===== config.mk =====
export PLATFORM = sky130hd
export DESIGN_NAME = double_load_ctrl_flat
export DESIGN_NICKNAME = d
export VERILOG_FILES = /design/src/rtl/double_load_ctrl_if.sv /design/src/rtl/double_load_ctrl.sv /design/src/flat_wrapper.sv
export SDC_FILE = /design/constraint.sdc
export NUM_CORES = 1
export LEC_CHECK = 0
export BUFFER_PORTS_ARGS = -buffer_cell sky130_fd_sc_hd__clkbuf_2
export CELL_PAD_IN_SITES_DETAIL_PLACEMENT = 1
export CELL_PAD_IN_SITES_GLOBAL_PLACEMENT = 1
export CORE_MARGIN = 10
export CORE_UTILIZATION = 34
export CTS_BUF_LIST = sky130_fd_sc_hd__clkbuf_4 sky130_fd_sc_hd__clkbuf_8
export CTS_CLUSTER_SIZE = 24
export DETAILED_ROUTE_END_ITERATION = 16
export HOLD_SLACK_MARGIN = 0.06
export PLACE_DENSITY = 0.93
export SLEW_MARGIN = 10
export SYNTH_ARGS = -nofsm -noshare
export SYNTH_HDL_FRONTEND = slang
export SYNTH_SLANG_ARGS = --single-unit

===== constraint.sdc =====
create_clock -name clock -period 5.4 [get_ports clock]
set_input_delay 0.54 -clock clock [delete_from_list [all_inputs] [get_ports clock]]
set_output_delay 0.54 -clock clock [all_outputs]
set_load 0.1 [all_outputs]

===== src/rtl/double_load_ctrl_if.sv =====
// Handshake and register-side signal bundle for the split-load sequencing controller.
interface double_load_ctrl_if #(
    parameter int N     = 8,
    parameter int CNT_W = 8
);
    logic               half_valid;
    logic               half_ready;
    logic [N/2-1:0]     half_data;
    logic               full_valid;
    logic               full_ready;
    logic [N-1:0]       full_data;
    logic               reg_load_low;
    logic               reg_load_high;
    logic               reg_load;
    logic [N/2-1:0]     reg_d_half;
    logic [N-1:0]       reg_d;
    logic [N-1:0]       reg_q;
    logic               word_valid;
    logic               word_ready;
    logic [N-1:0]       word;
    logic               busy;
    logic               timeout_err;
    logic [CNT_W-1:0]   word_count;

    // master: the controller; slave: sources, register and downstream consumer.
    modport master (
        input  half_valid, half_data, full_valid, full_data, reg_q, word_ready,
        output half_ready, full_ready, reg_load_low, reg_load_high, reg_load,
               reg_d_half, reg_d, word_valid, word, busy, timeout_err, word_count
    );
    modport slave (
        output half_valid, half_data, full_valid, full_data, reg_q, word_ready,
        input  half_ready, full_ready, reg_load_low, reg_load_high, reg_load,
               reg_d_half, reg_d, word_valid, word, busy, timeout_err, word_count
    );
endinterface


===== src/rtl/double_load_ctrl.sv =====
// Sequences half-word or full-word loads into an external split-load register
// and hands the assembled word downstream over valid/ready.
module double_load_ctrl #(
    parameter int N         = 8,
    parameter bit LOW_FIRST = 1'b1,
    parameter int TIMEOUT   = 15,
    parameter int CNT_W     = 8
) (
    input  logic                clock,
    input  logic                clear,
    input  logic                flush,
    double_load_ctrl_if.master  bus
);
    localparam int TW = (TIMEOUT > 0) ? $clog2(TIMEOUT + 1) : 1;

    typedef enum logic [1:0] {IDLE, WAIT_SECOND, FULL} state_t;

    state_t           state_q, state_d;
    logic [TW-1:0]    timer_q, timer_d;
    logic             err_q, err_d;
    logic [CNT_W-1:0] cnt_q, cnt_d;

    always_ff @(posedge clock or posedge clear) begin
        if (clear) begin
            state_q <= IDLE;
            timer_q <= '0;
            err_q   <= 1'b0;
            cnt_q   <= '0;
        end else begin
            state_q <= state_d;
            timer_q <= timer_d;
            err_q   <= err_d;
            cnt_q   <= cnt_d;
        end
    end

    always_comb begin
        state_d           = state_q;
        timer_d           = timer_q;
        err_d             = 1'b0;
        cnt_d             = cnt_q;
        bus.half_ready    = 1'b0;
        bus.full_ready    = 1'b0;
        bus.reg_load_low  = 1'b0;
        bus.reg_load_high = 1'b0;
        bus.reg_load      = 1'b0;
        // Readies and strobes stay low while reset or flush is active.
        if (!clear && !flush) begin
            unique case (state_q)
                IDLE: begin
                    bus.full_ready = 1'b1;
                    bus.half_ready = !bus.full_valid;
                    if (bus.full_valid) begin
                        bus.reg_load = 1'b1;
                        state_d      = FULL;
                    end else if (bus.half_valid) begin
                        bus.reg_load_low  = LOW_FIRST;
                        bus.reg_load_high = !LOW_FIRST;
                        state_d           = WAIT_SECOND;
                        timer_d           = '0;
                    end
                end
                WAIT_SECOND: begin
                    bus.half_ready = 1'b1;
                    if (bus.half_valid) begin
                        bus.reg_load_low  = !LOW_FIRST;
                        bus.reg_load_high = LOW_FIRST;
                        state_d           = FULL;
                    end else begin
                        timer_d = timer_q + TW'(1);
                        // Abort on the cycle whose increment would reach TIMEOUT.
                        if (TIMEOUT != 0 && timer_q == TW'(TIMEOUT - 1)) begin
                            state_d = IDLE;
                            timer_d = '0;
                            err_d   = 1'b1;
                        end
                    end
                end
                FULL: begin
                    if (bus.word_ready) begin
                        state_d = IDLE;
                        cnt_d   = cnt_q + CNT_W'(1);
                    end
                end
                default: ;
            endcase
        end
        if (flush) begin
            state_d = IDLE;
            timer_d = '0;
        end
    end

    assign bus.word_valid  = (state_q == FULL) && !clear;
    assign bus.busy        = (state_q != IDLE);
    assign bus.timeout_err = err_q;
    assign bus.word_count  = cnt_q;
    assign bus.reg_d_half  = bus.half_data;
    assign bus.reg_d       = bus.full_data;
    assign bus.word        = bus.reg_q;
endmodule


===== src/flat_wrapper.sv =====
// flat-port wrapper written by rule: the top's interface ports become plain ports
module double_load_ctrl_flat 
#(
    parameter int N         = 8,
    parameter bit LOW_FIRST = 1'b1,
    parameter int TIMEOUT   = 15,
    parameter int CNT_W     = 8
)
  (clock, clear, flush, bus_half_valid, bus_half_data, bus_full_valid, bus_full_data, bus_reg_q, bus_word_ready, bus_half_ready, bus_full_ready, bus_reg_load_low, bus_reg_load_high, bus_reg_load, bus_reg_d_half, bus_reg_d, bus_word_valid, bus_word, bus_busy, bus_timeout_err, bus_word_count);
  double_load_ctrl_if #(.N(N), .CNT_W(CNT_W)) bus_i ();
  input  logic clock;
  input  logic clear;
  input  logic flush;
  input wire logic [$bits(bus_i.half_valid)-1:0] bus_half_valid;
  input wire logic [$bits(bus_i.half_data)-1:0] bus_half_data;
  input wire logic [$bits(bus_i.full_valid)-1:0] bus_full_valid;
  input wire logic [$bits(bus_i.full_data)-1:0] bus_full_data;
  input wire logic [$bits(bus_i.reg_q)-1:0] bus_reg_q;
  input wire logic [$bits(bus_i.word_ready)-1:0] bus_word_ready;
  output wire logic [$bits(bus_i.half_ready)-1:0] bus_half_ready;
  output wire logic [$bits(bus_i.full_ready)-1:0] bus_full_ready;
  output wire logic [$bits(bus_i.reg_load_low)-1:0] bus_reg_load_low;
  output wire logic [$bits(bus_i.reg_load_high)-1:0] bus_reg_load_high;
  output wire logic [$bits(bus_i.reg_load)-1:0] bus_reg_load;
  output wire logic [$bits(bus_i.reg_d_half)-1:0] bus_reg_d_half;
  output wire logic [$bits(bus_i.reg_d)-1:0] bus_reg_d;
  output wire logic [$bits(bus_i.word_valid)-1:0] bus_word_valid;
  output wire logic [$bits(bus_i.word)-1:0] bus_word;
  output wire logic [$bits(bus_i.busy)-1:0] bus_busy;
  output wire logic [$bits(bus_i.timeout_err)-1:0] bus_timeout_err;
  output wire logic [$bits(bus_i.word_count)-1:0] bus_word_count;
  assign bus_i.half_valid = bus_half_valid;
  assign bus_i.half_data = bus_half_data;
  assign bus_i.full_valid = bus_full_valid;
  assign bus_i.full_data = bus_full_data;
  assign bus_i.reg_q = bus_reg_q;
  assign bus_i.word_ready = bus_word_ready;
  assign bus_half_ready = bus_i.half_ready;
  assign bus_full_ready = bus_i.full_ready;
  assign bus_reg_load_low = bus_i.reg_load_low;
  assign bus_reg_load_high = bus_i.reg_load_high;
  assign bus_reg_load = bus_i.reg_load;
  assign bus_reg_d_half = bus_i.reg_d_half;
  assign bus_reg_d = bus_i.reg_d;
  assign bus_word_valid = bus_i.word_valid;
  assign bus_word = bus_i.word;
  assign bus_busy = bus_i.busy;
  assign bus_timeout_err = bus_i.timeout_err;
  assign bus_word_count = bus_i.word_count;
  double_load_ctrl #(.N(N), .LOW_FIRST(LOW_FIRST), .TIMEOUT(TIMEOUT), .CNT_W(CNT_W)) u_core (.clock(clock), .clear(clear), .flush(flush), .bus(bus_i));
endmodule

Yosys cells after proc, flatten, opt, wreduce, memory -nomap -nowiden
Cells that the tools add are included.
W data, S select, Z words.
Storage, ports and cells
  register bits: 15
  bits in latches: 0
  bits in writable memories: 0
  bits in read-only memories: 0
  bits of input ports: 26
  output and inout port bits: 36
  memories kept: 0
Cells by class
  $add $sub $neg: 2
  multiply operators: 0
  divide/modulo/power cells: 0
  magnitude comparators: 0
  equal/unequal tests: 9
  shift-type cells: 0
  muxes and demuxes: 32
  bitwise logic cells: 0
  reduce and logical (&&, ||, !) cells: 13
Operator list (count)
  $mux W4: 6
  $mux W1: 16
  $mux W2: 7
  $ne A3 B3 Y1 const B: 4
  $reduce_and A5 Y1: 2
  $add A8 B1 Y8 const B: 1
  $pmux W4 S2: 1
  $pmux W2 S3: 1
  $add A4 B1 Y4 const B: 1
  $eq A4 B4 Y1 const B: 1
  $ne A4 B3 Y1 const B: 1
  $ne A4 B4 Y1 const B: 1
  $reduce_bool A2 Y1: 2
  $reduce_bool A4 Y1: 1
  $logic_not A1 Y1: 3
  $reduce_and A3 Y1: 1
  $reduce_bool A3 Y1: 1
  $eq A2 B1 Y1 const B: 1
  $eq A2 B2 Y1 const B: 1
  $logic_and A1 B1 Y1: 2
  $logic_not A2 Y1: 1
  $pmux W1 S2: 1

Depth between registers and ports, before layout
  word-level depth: 6
  gate-level depth with buffers: 6

Worst setup path before layout
No wires, ideal clock.
  kind: register -> output
  start: register u_core.state_q[0]
  end: output port bus_reg_load_low
  data arrival time: 4.364 ns
  slack: 0.496 ns
  stages on the path, launching flop included: 6
  cell sequence: dfrtp_1 -> inv_1 -> ha_1 -> inv_1 -> nor3_1 -> and3_1
On the way
  word-level cells in the longest chain between the ends: 3
RTL lines
  start, declared: RTL line double_load_ctrl.sv:18  | state_t state_q, state_d;
  start signal, assigned: RTL line double_load_ctrl.sv:30  | state_q <= state_d;
  $logic_not A2 Y1: RTL line double_load_ctrl.sv:49  | unique case (state_q)
  $mux W1
  $mux W1: RTL line double_load_ctrl.sv:48  | if (!clear && !flush) begin
  end, declared: RTL line flat_wrapper.sv:22  | output wire logic [$bits(bus_i.reg_load_low)-1:0] bus_reg_load_low;
Every way passes these cells.

Worst setup path in the final report
Same ends and word-level chain as after synthesis.

==> qor.yml <==
final_layout:
  layout-drive-gt1-share_pct: 26.09
  diodes: 0
  syn_to_final_growth_pct: 2.342
  mostFrequentLayoutCell: "clkbuf_2"
  fin_cells: 159
  nNetsFinal: 150
  layout_common_cells: "21 x clkbuf_2, 15 x dfrtp_1, 8 x ha_1, 7 x nand2_1"
synth:
  syn_nets: 146
  synth-warning-count: 0
  synthFlopType: "dfrtp_1"
  synth-seq-area-share_pct: 35.13
  avgSynthCellArea_um2: 9.540
  yosys_register_bits: 15
  synthArstFlopShare_pct: 100.0
  synthDistinctLibCells: 35
  syn-cell-area_um2: 1069
  synth-edff-count: 0
  synthCells: 112
critical_path:
  cp-start-kind: "flop"
  critPathMaxFanout: 5
  critPathArrivalTime_ps: 2090
  required_ps: 4860
  path_class: "reg2out"
  worst_setup_path_end_kind: "output pin"
cts:
  path_clk_slew_ps: 90
  h-tree-depth: 1
  cts_tree: "done"
  root_buffer: "clkbuf_4"
  hold_buffers: 0
  ctsResizeCount: 0
  worstSkewPairLatency_ps: 280
  cts.sinks: 15
  numCtsBuffers: 3
  post_cts_buffers: 0
  cts_buffer_depth: 2
timing:
  hold_violations: 0
  tightest_slew_ps: 619.5
  slew_violations: 0
  rsz0062_at_grt: "false"
  setup_tns_ps: 0
  slew-limit-headroom_pct: 58.66
  fin_crit_ps: 2635
  fin_crit_sh_pct: 48.79
  max_freq_ghz: 0.3795
  skew_ps: 2.468
  setup_viol: 0
grt:
  gr-usage-met3_pct: 4.127
  grt-busiest-layer: "met2"
  grt_max_degree: 18
  grt_pass1_wl_mm: 4.098
  met2_usage_pct: 14.54
  met1_usage_pct: 8.322
  grt_use_total_pct: 8.337
  antenna_found_initial: 0
  grt_overflow_total: 0
  first_global_vias: 825
placement:
  placed_cells: 155
  place.gp.congestion: 0.8370
  portBuffers: 21
  dp_hpwl_mm: 2.064
power_and_ir_drop:
  vdd_ir_drop_max_v: 0.0002567
  power.share.sequential_pct: 29.8
  clockPowerShare_pct: 14.4
  p_leak_nw: 0.5356
  p_comb_share_pct: 55.8
  p_per_area_nw_per_um2: 431.5
  p_switching_mw: 0.2542
  intPower_mw: 0.2176
  switching_share_pct: 53.89
routing:
  first_pass_iters: 4
  drt_iter0_drc: 10
  route.detailed.drc: 0
  ant_nets: 0
  routed_via_density: 4.931
  vias: 784
  wl_mm: 2.502
  wl_per_cell_um: 15.74
worst_hold_path:
  hold_class: "in2async"
run_status:
  status: "finished, final reports clean"
die:
  die_y_um: 76.06
  rows: 20
  coreArea_um2: 3028
  die_area_um2: 5785
  io_pins: 62
  die_w_um: 76.06
  start_util_pct: 35.29
job:
  drv_cap: 0
[path summary, 6_finish.rpt]
path / to / from / depth (start not counted) / slack [ps]
setup / recovery: bus_reg_load_low / u_core.state_q[0] / 6 / 2770
hold / removal: u_core.timer_q[1] / clear / 2 / 420
setup reg to reg: u_core.state_q[1] / u_core.state_q[0] / 6 / 3380
hold reg to reg: u_core.bus.word_count[7] / u_core.bus.word_count[7] / 1 / 470
max in group asynchronous: u_core.bus.timeout_err / clear / 2 / 4580
min in group clock: u_core.bus.word_count[7] / u_core.bus.word_count[7] / 1 / 470
[power by group through the flow]
stage               combinational, mW  clock, mW  sequential (mW)
floorplan                       0.227          0            0.203
global placement                0.256          0            0.142
detailed placement              0.264          0            0.143
CTS                             0.265     0.0710            0.141
global route                    0.281     0.0772            0.145
finish                          0.263     0.0679            0.141
[critical path, cell delays in order, from the launching register on]
cell and delay [ps]:
dfrtp_1 420, inv_1 130, ha_1 240, inv_1 90, nor3_1 300, and3_1 200
clkbuf_2 450
[registers in the layout, indices dropped and copies added (netlist names)]
signal                  count
u_core.bus.word_count       8
u_core.bus.timeout_err      1
u_core.timer_q              4
u_core.state_q              2
[cells by family after synthesis]
family	after synthesis	synth area share [%]
AO/OA/AOI/OAI	13	8.666
XOR/XNOR	7	5.738
adder cells (fa/ha/maj)	8	9.368
buffers and inverters	28	17.56
flip-flops	15	35.13
multiplexers	3	3.044
AND/OR/NAND/NOR	38	20.49
[per-stage QoR]
stage | area [µm²] | utilization, % | hold slack, ps | total power, mW | worst slack [ps]
after global placement | 1064 | 35.12 | 465.9 | 0.3980 | 3245
after global routing | 1094 | 36.12 | 466.0 | 0.5023 | 2638
final | 1094 | 36.12 | 420.6 | 0.4718 | 2765
after CTS | 1094 | 36.12 | 427.7 | 0.4765 | 2764
after detailed placement | 1064 | 35.12 | 462.6 | 0.4071 | 3081
after floorplan | 1069 | - | 457.5 | 0.4298 | 496.0
[cell usage after synthesis, types with 2 or more instances]
| master | number | area, µm² |
|---|---|---|
| nand4_1 | 3 | 18.77 |
| xnor2_1 | 6 | 52.55 |
| inv_1 | 6 | 22.52 |
| nand2_1 | 7 | 26.28 |
| ha_1 | 8 | 100.1 |
| nand2b_1 | 4 | 25.02 |
| a21oi_1 | 2 | 10.01 |
| nor2_1 | 2 | 7.510 |
| and3_1 | 6 | 37.54 |
| buf_4 | 20 | 150.1 |
| o21ai_1 | 4 | 20.02 |
| nor3_1 | 4 | 20.02 |
| dfrtp_1 | 15 | 375.4 |
| nand3_1 | 4 | 20.02 |
[per-layer routing]
layer | vias to the layer above | wire, µm
met4 | 0 | 12
met2 | 27 | 1285
li1 | 377 | -
met1 | 378 | 963
met5 | - | 0
met3 | 2 | 241
[final cells by class]
type                            instances  area (µm²)
Fill cell                             360        1934
Multi-Input combinational cell         69       505.5
Sequential cell                        15       375.4
Timing Repair Buffer                   21       105.1
Tap cell                               44       55.05
Clock buffer                            4       30.03
Inverter                                6       22.52
(Power assumes the default switching activity.)
